==> config.mk <==
export PLATFORM = sky130hd
export DESIGN_NAME = rv32_regs_ctrl
export DESIGN_NICKNAME = d
export VERILOG_FILES = /design/src/rtl/rv32_regs_ctrl.sv
export SDC_FILE = /design/constraint.sdc
export NUM_CORES = 1
export LEC_CHECK = 0
export ABC_AREA = 1
export ABC_CLOCK_PERIOD_IN_PS = 2700
export BUFFER_PORTS_ARGS = -buffer_cell sky130_fd_sc_hd__buf_2
export CORE_MARGIN = 8
export CORE_UTILIZATION = 40
export DETAILED_ROUTE_END_ITERATION = 6
export PLACE_DENSITY = 0.7
export SLEW_MARGIN = 0
export SYNTH_ARGS = -nofsm -noshare
export SYNTH_HDL_FRONTEND = slang
export SYNTH_SLANG_ARGS = --single-unit
==> constraint.sdc <==
create_clock -name clk -period 2.7 [get_ports clk]
set_clock_uncertainty 0.1 [all_clocks]
set_input_delay 0.54 -clock clk [delete_from_list [all_inputs] [get_ports clk]]
set_output_delay 0.54 -clock clk [all_outputs]
set_load 0.005 [all_outputs]
==> src/rtl/rv32_regs_ctrl.sv <==
// rv32_regs_ctrl: port controller in front of the RV32 register file.
// Post-reset clear, x0 masking, write-to-read bypass, debug access sharing.
module rv32_regs_ctrl (
    input  logic        clk,
    input  logic        reset_n,
    input  logic        pipe_stall_in,
    input  logic [4:0]  pipe_rs1_in,
    input  logic [4:0]  pipe_rs2_in,
    input  logic [4:0]  pipe_rd_in,
    input  logic        pipe_rd_write_in,
    input  logic [31:0] pipe_rd_value_in,
    output logic [31:0] pipe_rs1_value_out,
    output logic [31:0] pipe_rs2_value_out,
    output logic        pipe_stall_out,
    output logic        clear_done_out,
    input  logic        dbg_req_in,
    input  logic        dbg_write_in,
    input  logic [4:0]  dbg_addr_in,
    input  logic [31:0] dbg_wdata_in,
    output logic        dbg_ack_out,
    output logic [31:0] dbg_rdata_out,
    output logic        regs_stall_out,
    output logic [4:0]  regs_rs1_out,
    output logic [4:0]  regs_rs2_out,
    output logic [4:0]  regs_rd_out,
    output logic        regs_rd_write_out,
    output logic [31:0] regs_rd_value_out,
    input  logic [31:0] regs_rs1_value_in,
    input  logic [31:0] regs_rs2_value_in
);

    typedef enum logic [1:0] {
        S_CLEAR,
        S_IDLE,
        S_DRD_ADDR,
        S_DRD_RESTORE
    } state_t;

    state_t      r_state;
    state_t      w_state_nxt;
    logic [4:0]  r_cnt;

    // Pipeline-issued read addresses, restored after a debug read
    logic [4:0]  r_rs1_q;
    logic [4:0]  r_rs2_q;

    // Port 1 can carry the debug address, so track what it really issued
    logic [4:0]  r_iss1;

    logic        r_bp1;
    logic        r_bp2;
    logic [31:0] r_bpd1;
    logic [31:0] r_bpd2;

    logic        w_pipe_wr;
    logic        w_dbg_wr_grant;
    logic        w_wr_nz;
    logic        w_hit1_new;
    logic        w_hit2_new;
    logic        w_hit1_old;
    logic        w_hit2_old;
    logic [31:0] w_eff1;
    logic [31:0] w_eff2;

    assign w_pipe_wr      = pipe_rd_write_in && (pipe_rd_in != 5'd0);
    assign w_dbg_wr_grant = (r_state == S_IDLE) && dbg_req_in
                            && dbg_write_in && !w_pipe_wr;

    assign w_wr_nz    = regs_rd_write_out && (regs_rd_out != 5'd0);
    assign w_hit1_new = w_wr_nz && (regs_rd_out == regs_rs1_out);
    assign w_hit2_new = w_wr_nz && (regs_rd_out == regs_rs2_out);
    assign w_hit1_old = w_wr_nz && (regs_rd_out == r_iss1);
    assign w_hit2_old = w_wr_nz && (regs_rd_out == r_rs2_q);

    assign w_eff1 = (r_iss1 == 5'd0) ? 32'd0 :
                    r_bp1 ? r_bpd1 : regs_rs1_value_in;
    assign w_eff2 = (r_rs2_q == 5'd0) ? 32'd0 :
                    r_bp2 ? r_bpd2 : regs_rs2_value_in;

    assign pipe_rs1_value_out = w_eff1;
    assign pipe_rs2_value_out = w_eff2;
    assign clear_done_out     = (r_state != S_CLEAR);

    // Next state, write-port arbitration and read-port muxing
    always_comb begin
        w_state_nxt       = r_state;
        pipe_stall_out    = 1'b1;
        dbg_ack_out       = 1'b0;
        dbg_rdata_out     = 32'd0;
        regs_stall_out    = 1'b1;
        regs_rs1_out      = r_rs1_q;
        regs_rs2_out      = r_rs2_q;
        regs_rd_write_out = w_pipe_wr;
        regs_rd_out       = pipe_rd_in;
        regs_rd_value_out = pipe_rd_value_in;
        unique case (r_state)
            S_CLEAR: begin
                regs_rd_write_out = 1'b1;
                regs_rd_out       = r_cnt;
                regs_rd_value_out = 32'd0;
                if (r_cnt == 5'd31) begin
                    w_state_nxt = S_IDLE;
                end
            end
            S_IDLE: begin
                pipe_stall_out = 1'b0;
                regs_stall_out = pipe_stall_in;
                regs_rs1_out   = pipe_rs1_in;
                regs_rs2_out   = pipe_rs2_in;
                if (w_dbg_wr_grant) begin
                    regs_rd_write_out = (dbg_addr_in != 5'd0);
                    regs_rd_out       = dbg_addr_in;
                    regs_rd_value_out = dbg_wdata_in;
                    dbg_ack_out       = 1'b1;
                end else if (dbg_req_in && !dbg_write_in) begin
                    w_state_nxt = S_DRD_ADDR;
                end
            end
            S_DRD_ADDR: begin
                regs_stall_out = 1'b0;
                regs_rs1_out   = dbg_addr_in;
                w_state_nxt    = S_DRD_RESTORE;
            end
            S_DRD_RESTORE: begin
                regs_stall_out = 1'b0;
                dbg_ack_out    = 1'b1;
                dbg_rdata_out  = w_eff1;
                w_state_nxt    = S_IDLE;
            end
        endcase
    end

    // State register and clear counter
    always_ff @(posedge clk) begin
        if (!reset_n) begin
            r_state <= S_CLEAR;
            r_cnt   <= 5'd1;
        end else begin
            r_state <= w_state_nxt;
            if (r_state == S_CLEAR) begin
                r_cnt <= r_cnt + 5'd1;
            end
        end
    end

    // Addresses of reads issued by the pipeline itself
    always_ff @(posedge clk) begin
        if (!reset_n) begin
            r_rs1_q <= 5'd0;
            r_rs2_q <= 5'd0;
        end else if (r_state == S_IDLE && !pipe_stall_in) begin
            r_rs1_q <= pipe_rs1_in;
            r_rs2_q <= pipe_rs2_in;
        end
    end

    // Port 1 bypass: capture on issue, refresh while held
    always_ff @(posedge clk) begin
        if (!reset_n) begin
            r_iss1 <= 5'd0;
            r_bp1  <= 1'b0;
            r_bpd1 <= 32'd0;
        end else if (!regs_stall_out) begin
            r_iss1 <= regs_rs1_out;
            r_bp1  <= w_hit1_new;
            r_bpd1 <= regs_rd_value_out;
        end else if (w_hit1_old) begin
            r_bp1  <= 1'b1;
            r_bpd1 <= regs_rd_value_out;
        end
    end

    // Port 2 bypass: same policy, address is always r_rs2_q
    always_ff @(posedge clk) begin
        if (!reset_n) begin
            r_bp2  <= 1'b0;
            r_bpd2 <= 32'd0;
        end else if (!regs_stall_out) begin
            r_bp2  <= w_hit2_new;
            r_bpd2 <= regs_rd_value_out;
        end else if (w_hit2_old) begin
            r_bp2  <= 1'b1;
            r_bpd2 <= regs_rd_value_out;
        end
    end

endmodule

==> reports/metrics.cfg <==
[status]
outcome = finished, violations left
violations = design-rule violations

[place]
placed_area_um2 = 8490
routabilityCongestion = 0.945
io_buffers = 301
dp_hpwl_mm = 20.4

[floorplanning]
core_um2 = 15800
die_h_um = 143
die-area_um2 = 20400
num_rows = 46
fp.dieW_um = 143
initial_core_util_pct = 40.7
ioPinCount = 302

[pwr]
vdd_drop_max_uv = 513
p_total_mw = 9.83
power_density_nw_per_um2 = 1070
leakage_nw = 5.28

[global_route]
grt_overflow_total = 0
antenna_found_initial = 3
track_usage_pct = 24.6
grt_max_degree = 63
grt_first_pass_wirelength_mm = 39.2
grt_pass1_vias = 7113

[critical_path]
cp_slowest_cell = dfxtp_2
path_class = flip-flop to primary output
worst_setup_path_start_kind = flip-flop
reg2reg_from = r_state[0]$_SDFFE_PN0P_
cpLargestDelayFamily = buffers and inverters
slowest_delay_ps = 380
crit_buf_inv = 5
worstSetupStartpoint = r_state[0]$_SDFFE_PN0P_
cp-end-kind = primary output
crit_fanout = 7
path_cells = inv_1 > ha_4 > buf_4 > nand2_2 > buf_8 > nand2_4 > clkbuf_16 > o22ai_4 > buf_2
cp.arrival_ps = 2010
crit_required_ps = 2060

[timing]
max_freq_ghz = 0.378
min_period_ps = 2650
fin_crit_sh_pct = 98.1
rsz0062_at_grt = no
drv_slew = 0
slew_headroom_pct = 65.2
setup_violations = 0
tightest_slew_ps = 516
hold_viol_final = 0

[route]
via_per_inst = 4.85
drt_iter0_markers = 543
postRouteWirelength_mm = 26.2
wire_per_inst_um = 16.8
first_pass_iters = 7
vias = 7545
ant_nets = 0
drc_errors = 1

[cells_and_area]
layout_common_cells = 301 x buf_2, 228 x nand2_1, 142 x inv_1, 130 x nor2_1, 86 x dfxtp_1
layout.nets = 1491
design_area_um2 = 9200
layout-drive-gt1-share_pct = 39.7
layout_commonest_cell = buf_2
finish.utilization_pct = 58.3
area.growth.synth_to_final_pct = 43.3

[logic_synthesis]
ys_ff_latch = 88
yosys.area.top_type = dfxtp_1
ys_types = 33
synth_area_leaders = dfxtp_1 27%, nand2_1 14%, mux2_2 11%
netlist_area_um2 = 6420
yosysWarningCount = 0
synth_nets = 1161
ys_seq_area_share_pct = 27.5
synth_top_area_share_pct = 27.5
postSynthCellCount = 1001
syn_avg_cell_area_um2 = 6.41

[cts]
clk_pin_slew_ps = 60
cts-buffers-inserted = 9
htreeDepth = 3
postCtsHoldBufs = 0
clk_path_buf_depth = 2
cts_tree = yes
cts-root-buf = clkbuf_16
cts.sinks = 88
clk_latency_ps = 350

[hold_path]
min-delay-start = pipe_rs1_in[2]
worstHoldPathType = input pin to flip-flop

[flow_run]
drv_cap = 0

[state kept, by name, summed over array words and instances (netlist names), 2 cells and up]
| register | cells |
|---|---|
| r_rs2_q | 5 |
| r_bpd2 | 32 |
| r_rs1_q | 5 |
| r_cnt | 5 |
| r_bpd1 | 32 |
| r_state | 2 |
| r_iss1 | 5 |
[worst register-to-register path: cells and delay by family, from the launching register on]
family	cells	cell delay [ps]
AOI/OAI and AO/OA	1	250
adders and majority gates	1	200
buffers and inverters	4	530
DFF	1	380
and+or+nand+nor	9	920
[area by class of cell]
type / instances / area (um^2)
inverters: 149 / 562
well taps: 216 / 270
fillers: 1580 / 6580
repair buffers: 385 / 2290
multi-input cells: 698 / 4000
diodes: 3 / 7.51
clock buffers: 12 / 246
clock inverters: 4 / 53.8
flip-flops and latches: 88 / 1760
[metrics by stage]
step,hold slack [ps],setup slack [ps],setup TNS (ps),cells
6_report,357,51.0,0,1555
5_1_grt,356,1.90,0,1555
4_1_cts,350,18.6,0,1549
3_5_place_dp,357,-15.5,-18.2,1525
3_3_place_gp,353,-24.5,-44.8,1525
2_1_floorplan,337,300,0,1001
[synthesized netlist by cell type, drive strengths merged]
cell / count
nand4: 2
a22oi: 2
buf: 26
clkinv: 2
xnor2: 2
dfxtp: 88
nor2: 133
o21ai: 27
clkbuf: 40
o22ai: 14
nand3b: 50
nor3: 5
mux2: 64
o211ai: 5
xor2: 4
nand2: 244
or2: 2
a21boi: 2
nand3: 66
inv: 147
a21oi: 70
ha: 6
[where the power goes]
| group | internal, mW | leakage, nW | switching [mW] |
|---|---|---|---|
| logic | 2.91 | 4.42 | 3.74 |
| registers | 1.67 | 0.724 | 0.232 |
| clock network | 0.745 | 0.139 | 0.538 |
| total | 5.32 | 5.28 | 4.51 |
[routing by layer]
metal  GRT usage [%]  wire length, um  share of wire (%)  vias to the layer above
met5               0                0                  0                        -
met4            9.40              568                2.2                        0
met3            5.21             2070                7.9                       37
met2            37.9            11900                 45                      318
met1            33.1            11600                 44                     3380
li1                -                -                  -                     3810
[cells by family after synthesis]
family	Yosys count	synth area share, %
AO/OA/AOI/OAI	120	11.2
XOR/XNOR	6	0.819
adder cells (fa/ha/maj)	6	1.17
buffers and inverters	215	13.5
flip-flops	88	27.5
multiplexers	64	11.2
AND/OR/NAND/NOR	502	34.6
[what timing repair did]
item / CTS / global route
resized for setup: 26 / 19
setup buffers: 7 / 2
endpoints found under the setup margin: 26 / 81
cloned: 1 / 1
pin swaps: 2 / 3
[worst paths after layout]
check	to	cells past startpoint	slack [ps]
setup / recovery	regs_rd_value_out[0]	9	50
hold / removal	r_rs1_q[2]$_SDFFE_PN0P_	3	360
setup reg to reg	r_bpd1[12]$_SDFFE_PN0P_	15	210
hold reg to reg	r_rs1_q[2]$_SDFFE_PN0P_	2	370
(Power assumes the default switching activity.)
